--- src/rtl/sram_arbiter.sv ---
// sram_arbiter
//   Shares one single-port synchronous SRAM between a CPU port (read/write)
//   and a video fetch port (read-only). Video wins contention until it has
//   taken STARVE_LIMIT consecutive grants while the CPU waits; the CPU then
//   gets the next slot. Read data returns two cycles after the grant.
//
// Ports
//   clk, reset            clock, asynchronous active-low reset
//   cpu_req/we/addr/wdata CPU request; held until cpu_gnt
//   cpu_gnt               CPU access issued to SRAM this cycle
//   cpu_rvalid/rdata      one-cycle read-return pulse / held read data
//   vid_req/addr          video read request; held until vid_gnt
//   vid_gnt               video read issued this cycle
//   vid_rvalid/rdata      one-cycle read-return pulse / held read data
//   sram_addr/data_in/we  SRAM command
//   sram_data_out         SRAM read data, valid the cycle after the address
module sram_arbiter #(
  parameter int ADDR_W       = 16,
  parameter int DATA_W       = 8,
  parameter int STARVE_LIMIT = 4
) (
  input  logic              clk,
  input  logic              reset,
  input  logic              cpu_req,
  input  logic              cpu_we,
  input  logic [ADDR_W-1:0] cpu_addr,
  input  logic [DATA_W-1:0] cpu_wdata,
  output logic              cpu_gnt,
  output logic              cpu_rvalid,
  output logic [DATA_W-1:0] cpu_rdata,
  input  logic              vid_req,
  input  logic [ADDR_W-1:0] vid_addr,
  output logic              vid_gnt,
  output logic              vid_rvalid,
  output logic [DATA_W-1:0] vid_rdata,
  output logic [ADDR_W-1:0] sram_addr,
  output logic [DATA_W-1:0] sram_data_in,
  output logic              sram_we,
  input  logic [DATA_W-1:0] sram_data_out
);

  localparam logic [3:0] LIMIT = 4'(STARVE_LIMIT);

  logic [3:0]        starve_q, starve_d;
  logic              cpu_pend_q, cpu_pend_d;
  logic              vid_pend_q, vid_pend_d;
  logic              cpu_rvalid_q, vid_rvalid_q;
  logic [DATA_W-1:0] cpu_rdata_q, vid_rdata_q;
  logic              cpu_win;

  // Grant decision. Grants are gated by reset so nothing reaches the SRAM
  // while the block is held in reset.
  always_comb begin
    cpu_win = cpu_req & (~vid_req | (starve_q >= LIMIT));
    cpu_gnt = reset & cpu_win;
    vid_gnt = reset & vid_req & ~cpu_win;
  end

  // Next-state: starvation counter and read-return tags.
  always_comb begin
    starve_d = starve_q;
    if (!cpu_req || cpu_gnt) begin
      starve_d = 4'd0;
    end else if (vid_gnt && (starve_q < LIMIT)) begin
      starve_d = starve_q + 4'd1;
    end
    // Writes never produce a return, so only CPU reads are tagged.
    cpu_pend_d = cpu_gnt & ~cpu_we;
    vid_pend_d = vid_gnt;
  end

  always_ff @(posedge clk or negedge reset) begin
    if (!reset) begin
      starve_q     <= 4'd0;
      cpu_pend_q   <= 1'b0;
      vid_pend_q   <= 1'b0;
      cpu_rvalid_q <= 1'b0;
      vid_rvalid_q <= 1'b0;
      cpu_rdata_q  <= '0;
      vid_rdata_q  <= '0;
    end else begin
      starve_q     <= starve_d;
      cpu_pend_q   <= cpu_pend_d;
      vid_pend_q   <= vid_pend_d;
      // The tag is one cycle old here, which is exactly when the SRAM output
      // belongs to that access.
      cpu_rvalid_q <= cpu_pend_q;
      vid_rvalid_q <= vid_pend_q;
      if (cpu_pend_q) cpu_rdata_q <= sram_data_out;
      if (vid_pend_q) vid_rdata_q <= sram_data_out;
    end
  end

  // Outputs. Idle cycles present the video address so a fresh video request
  // needs no extra mux change.
  always_comb begin
    sram_addr    = cpu_gnt ? cpu_addr : vid_addr;
    sram_we      = cpu_gnt & cpu_we;
    sram_data_in = cpu_wdata;
    cpu_rvalid   = cpu_rvalid_q;
    vid_rvalid   = vid_rvalid_q;
    cpu_rdata    = cpu_rdata_q;
    vid_rdata    = vid_rdata_q;
  end

endmodule
--- config.mk ---
export PLATFORM = sky130hd
export DESIGN_NAME = sram_arbiter
export DESIGN_NICKNAME = d
export VERILOG_FILES = /design/src/rtl/sram_arbiter.sv
export SDC_FILE = /design/constraint.sdc
export NUM_CORES = 1
export LEC_CHECK = 0
export BUFFER_PORTS_ARGS = -buffer_cell sky130_fd_sc_hd__clkbuf_2
export CORE_AREA = 2 2 60 62
export DETAILED_ROUTE_END_ITERATION = 16
export DIE_AREA = 0 0 62 64
export MAX_ROUTING_LAYER = met4
export PLACE_DENSITY = 0.78
export SKIP_LAST_GASP = 1
export SLEW_MARGIN = 10
export SYNTH_ARGS = -nofsm -noshare
export SYNTH_HDL_FRONTEND = slang
export SYNTH_SLANG_ARGS = --single-unit
--- constraint.sdc ---
create_clock -name clk -period 2.1 [get_ports clk]
set_input_delay 0.105 -clock clk [delete_from_list [all_inputs] [get_ports clk]]
set_output_delay 0.105 -clock clk [all_outputs]
set_load 0.05 [all_outputs]
* Word-level counts from Yosys, hierarchy flattened *
Cells that the tools add are included.

word-level totals
  bits in registers = 24
  input bits = 53
  output and inout port bits = 45
  word-level logic and storage cells = 27

operators by class
  add/sub/neg operators = 1
  order comparisons = 2
  multiplexer cells = 3
  bitwise logic cells = 10
  reductions and logical operators = 4

operators with widths
  cell                                                                                  number
  16-bit two-way mux                                                                    1
  4-bit two-way mux                                                                     2
  1-bit bitwise AND                                                                     6
  4-bit by 1-bit adder with 4-bit output (second input constant)                        1
  4-bit by 3-bit greater-or-equal comparator with 1-bit output (second input constant)  1
  4-bit by 3-bit less-than comparator with 1-bit output (second input constant)         1
  1-bit inverter                                                                        3
  2-bit nonzero test                                                                    1
  1-bit logical AND                                                                     1
  1-bit logical NOT                                                                     1
  1-bit logical OR                                                                      1
  1-bit OR                                                                              1

* Logic depth before layout (Yosys ltp) *
  word-level depth = 8
  gate-level depth with buffers = 5
  depth with buffers taken out = 3

* Least setup slack after synthesis *
No wires, ideal clock.

  path type = register to register
  start = register starve_q[3]
  end = register vid_pend_q
  library setup time = 0.214 ns
  data arrival time = 1.588 ns
  required time = 1.886 ns
  slack = 0.298 ns
  stages on the path, launching flop included = 3
  buffers on the path = 0
  clock period less this slack = 1.802 ns
  path through = dfrtp_1 -> or3b_4 -> a21oi_1

on the way
  longest elaborated chain between the ends = 5

RTL lines
  what                                                          line  text
  start, declared                                               44    logic [3:0] starve_q, starve_d;
  start signal, assigned                                        82    starve_q <= starve_d;
  4-bit by 3-bit greater-or-equal comparator with 1-bit output  54    cpu_win = cpu_req & (~vid_req | (starve_q >= LIMIT));
  1-bit OR                                                      54
  1-bit bitwise AND                                             54
  1-bit inverter                                                56    vid_gnt = reset & vid_req & ~cpu_win;
  1-bit bitwise AND                                             56
  named net vid_gnt                                             33    output logic vid_gnt,
  end signal, assigned                                          84    vid_pend_q <= vid_pend_d;
  end, declared                                                 46    logic vid_pend_q, vid_pend_d;

The timed path passes the listed nets, and every way through them passes these cells.
A chain may end at the register's enable or synchronous reset.

* Final worst setup path *
  start = input port vid_req
  end = output port sram_addr[4]

on the way
  longest elaborated chain between the ends = 5

RTL lines
  what                line  text
  start, declared     31    input logic vid_req,
  1-bit inverter      54
  1-bit OR            54
  1-bit bitwise AND   54
  1-bit bitwise AND   55    cpu_gnt = reset & cpu_win;
  16-bit two-way mux  97    sram_addr = cpu_gnt ? cpu_addr : vid_addr;
  end, declared       36    output logic [ADDR_W-1:0] sram_addr,

No other way between the ends.

==> summary.txt <==
STA
  – Final setup viols: 0
  – Fin crit period: 2.05 ns
  – Final hold violations: 0
  – Setup Skew: 0.00905 ns
  – Final Max Slew Viols: 0
  – Relative slew margins: 0.761
  – Final period util: 0.978
  – Fmax: 0.487 GHz
  – Aggregate negative setup slack: 0 ns
  – RSZ-0062 raised after global routing: no
  – Least-Margin Pin Slew: 0.358 ns

Synthesis
  – Post-Synthesis Cells: between 80 and 90
  – Post-synth EDFFs: 0
  – Main synth FF type: dfrtp_1
  – Synth top area share: 0.497
  – Post-synthesis sequential area ratio: 0.497
  – Top cell type by total area after synthesis: dfrtp_1
  – Syn Nets: 140
  – Distinct cells, synth: 20
  – Number of synthesized register bits: 24
  – Top post-synthesis cells by area: dfrtp_1, mux2_2, mux2_4, buf_4, nand3b_1
  – Syn avg cell area: 14.0 µm²
  – Async SR Flop Fraction: 1.00
  – Post-Syn Area: around 1200 µm²
  – Total of warnings raised by yosys: 0

Final layout
  – Number of diodes: 0
  – Register area: 601 µm²
  – Layout Nets: 218
  – Filler cell count: 303
  – Syn-to-layout area delta: 38.1%
  – Multi-input combinational cell area: roughly 510 µm²
  – Share of cells above drive strength 1: 0.742

Placed design
  – Gp weighted congestion: 0.773
  – DP HPWL: 2.07 mm
  – Buffers added on ports: 81

Clocking
  – Clk Latency, worst-skew pair: 0.31 ns
  – Clock tree buffer depth: 2
  – Post-CTS Setup Inserts: 0
  – CTS buffer count: 3
  – H-tree levels: 1
  – Clk sinks: 24
  – CTS tree: yes
  – Clock root buffer master: clkbuf_4
  – Clock transition at the registers of the reported paths: 0.13 ns

Setup path
  – CP peak stage delay: 0.54 ns
  – Crit end category: primary output
  – CP Launch Type: primary input
  – Crit-path cells: dlygate4sd3_1 > clkbuf_2 > or3b_4 > and3_2 > mux2_2 > clkbuf_2
  – CP Data Arrival Time: 1.95 ns
  – Most used cell, CP: clkbuf_2
  – CP required: 2.00 ns
  – Crit Path Max Fanout: 9
  – CP max stage cell: dlygate4sd3_1
  – Critical path class: in2out

Die
  – Die W: 62 µm
  – Core Region: approximately 3300 µm²
  – Die area: approximately 4000 µm²
  – # IOs: slightly below 100
  – Initial Utilization: 0.368
  – Die outline height: 64 µm
  – FP Rows: 21

Power and ir drop
  – P per Cell Area: around 870 nW/µm²
  – Pwr Total: approximately 1.5 mW
  – Max IR drop VDD: 0.302 mV
  – P_leak: 0.874 nW

Route
  – Initial DRC Count: 16
  – Met3 WL: 245 µm
  – Routed Antenna Nets: 0
  – DR pass1 iterations: 4
  – DR WL met2: 1.35 mm
  – WL/cell: 12.7 µm
  – # DRC: 0
  – DR top layer: met4
  – Total number of vias: between 900 and 1000
  – Routed metal-1 wirelength: ~1.0 mm
  – Via density: 4.50
  – Final WL: 2.65 mm

Min path
  – Hold Path Class: in2reg

GRT
  – All-Layer GR Usage: 0.125
  – Number of global-route vias before repair: 882
  – Largest net degree at the start of global routing: 33
  – Antenna violations before repair: 0
  – Gr ovfl total: 0
  – Wire length of the first global-routing pass: 3.72 mm

Run status
  – Status: completed

Job
  – Maxcap violations: 0
-- cell families (layout without fill, tap and decap cells) --
family,count (synthesis),count (layout),synth area share
adder cells (fa/ha/maj),1,1,0.0104
buffers and inverters,14,90,0.0881
multiplexers,32,32,0.320
AND/OR/NAND/NOR,10,11,0.0611
AO/OA/AOI/OAI,5,5,0.0228
flip-flops,24,24,0.497
-- cell usage after synthesis (2+ instances only) --
cell       n
a21oi_1    2
buf_4      8
clkbuf_1   3
dfrtp_1   24
mux2_2    25
mux2_4     7
nand3b_1   3
o21ai_0    2
-- final cells by class --
cell class | count | share of cell area
Clock buffer | 3 | 0.0135
Sequential cell | 24 | 0.360
Tap cell | 46 | 0.0345
Inverter | 1 | 0.00225
Multi-Input combinational cell | 49 | 0.305
Timing Repair Buffer | 85 | 0.267
Clock inverter | 1 | 0.0180
-- path summary, 6_finish.rpt --
path                                       start      endpoint  slack, ns  cells after the start
worst max-delay path                     vid_req  sram_addr[4]       0.05                      6
worst min-delay path            sram_data_out[0]  vid_rdata[0]       0.04                      2
worst max register to register       starve_q[3]    cpu_pend_q       0.76                      3
worst min register to register      vid_rdata[1]  vid_rdata[1]       0.52                      1
max in group asynchronous                  reset    cpu_rvalid       1.42                      3
min in group asynchronous                  reset  vid_rdata[0]       0.41                      3
-- layout by cell type, fill, tap and decap left out, types with 2 or more instances in the layout --
cell           instances
a21oi_1                2
buf_2                 11
clkbuf_2              69
clkbuf_4               4
dfrtp_1               24
dlygate4sd3_1          3
mux2_2                25
mux2_4                 7
nand3b_1               3
o21ai_0                2
-- sequential cells by signal, indices dropped and copies added (netlist names) --
signal and flops:
cpu_rvalid 1, cpu_rdata 8, starve_q 4, vid_rdata 8
vid_rvalid 1, cpu_pend_q 1, vid_pend_q 1
-- per-stage QoR --
step                      setup slack [ns]  utilization  hold slack [ns]  std cells  instance area, µm²
after floorplan                      0.298            -           -0.191         86                1210
after global placement               0.393        0.480            0.151        201                1580
after detailed placement             0.363        0.480            0.150        201                1580
after CTS                          0.00612        0.502          0.00101        207                1650
after global routing               0.00115        0.508          0.00371        209                1670
final                               0.0470        0.508           0.0380        209                1670
-- metal layers --
metal	track usage	vias to the layer above
met5	-	-
met4	0.0479	0
met3	0.0223	4
met2	0.225	62
met1	0.129	425
li1	-	449
-- critical path, delay by kind of cell --
family | cells | cell delay (ns)
buf+inv | 3 | 0.88
simple gates | 2 | 0.67
mux | 1 | 0.28
-- repair_timing --
action | in CTS | in global routing
hold buffers | 2 | 1
endpoints found under the setup margin | 1 | 16
pin swaps | 0 | 1
gates cloned | 0 | 1
resized for setup | 1 | 11
endpoints found under the hold margin | 25 | 1
-- power by group --
part | switching (mW) | leakage, nW | total [mW] | internal (mW)
clock | 0.129 | 0.0279 | 0.322 | 0.193
combinational | 0.404 | 0.546 | 0.573 | 0.169
sequential | 0.0362 | 0.299 | 0.563 | 0.527
total | 0.569 | 0.874 | 1.46 | 0.889
Note: power is estimated with default switching activity, not from simulation.
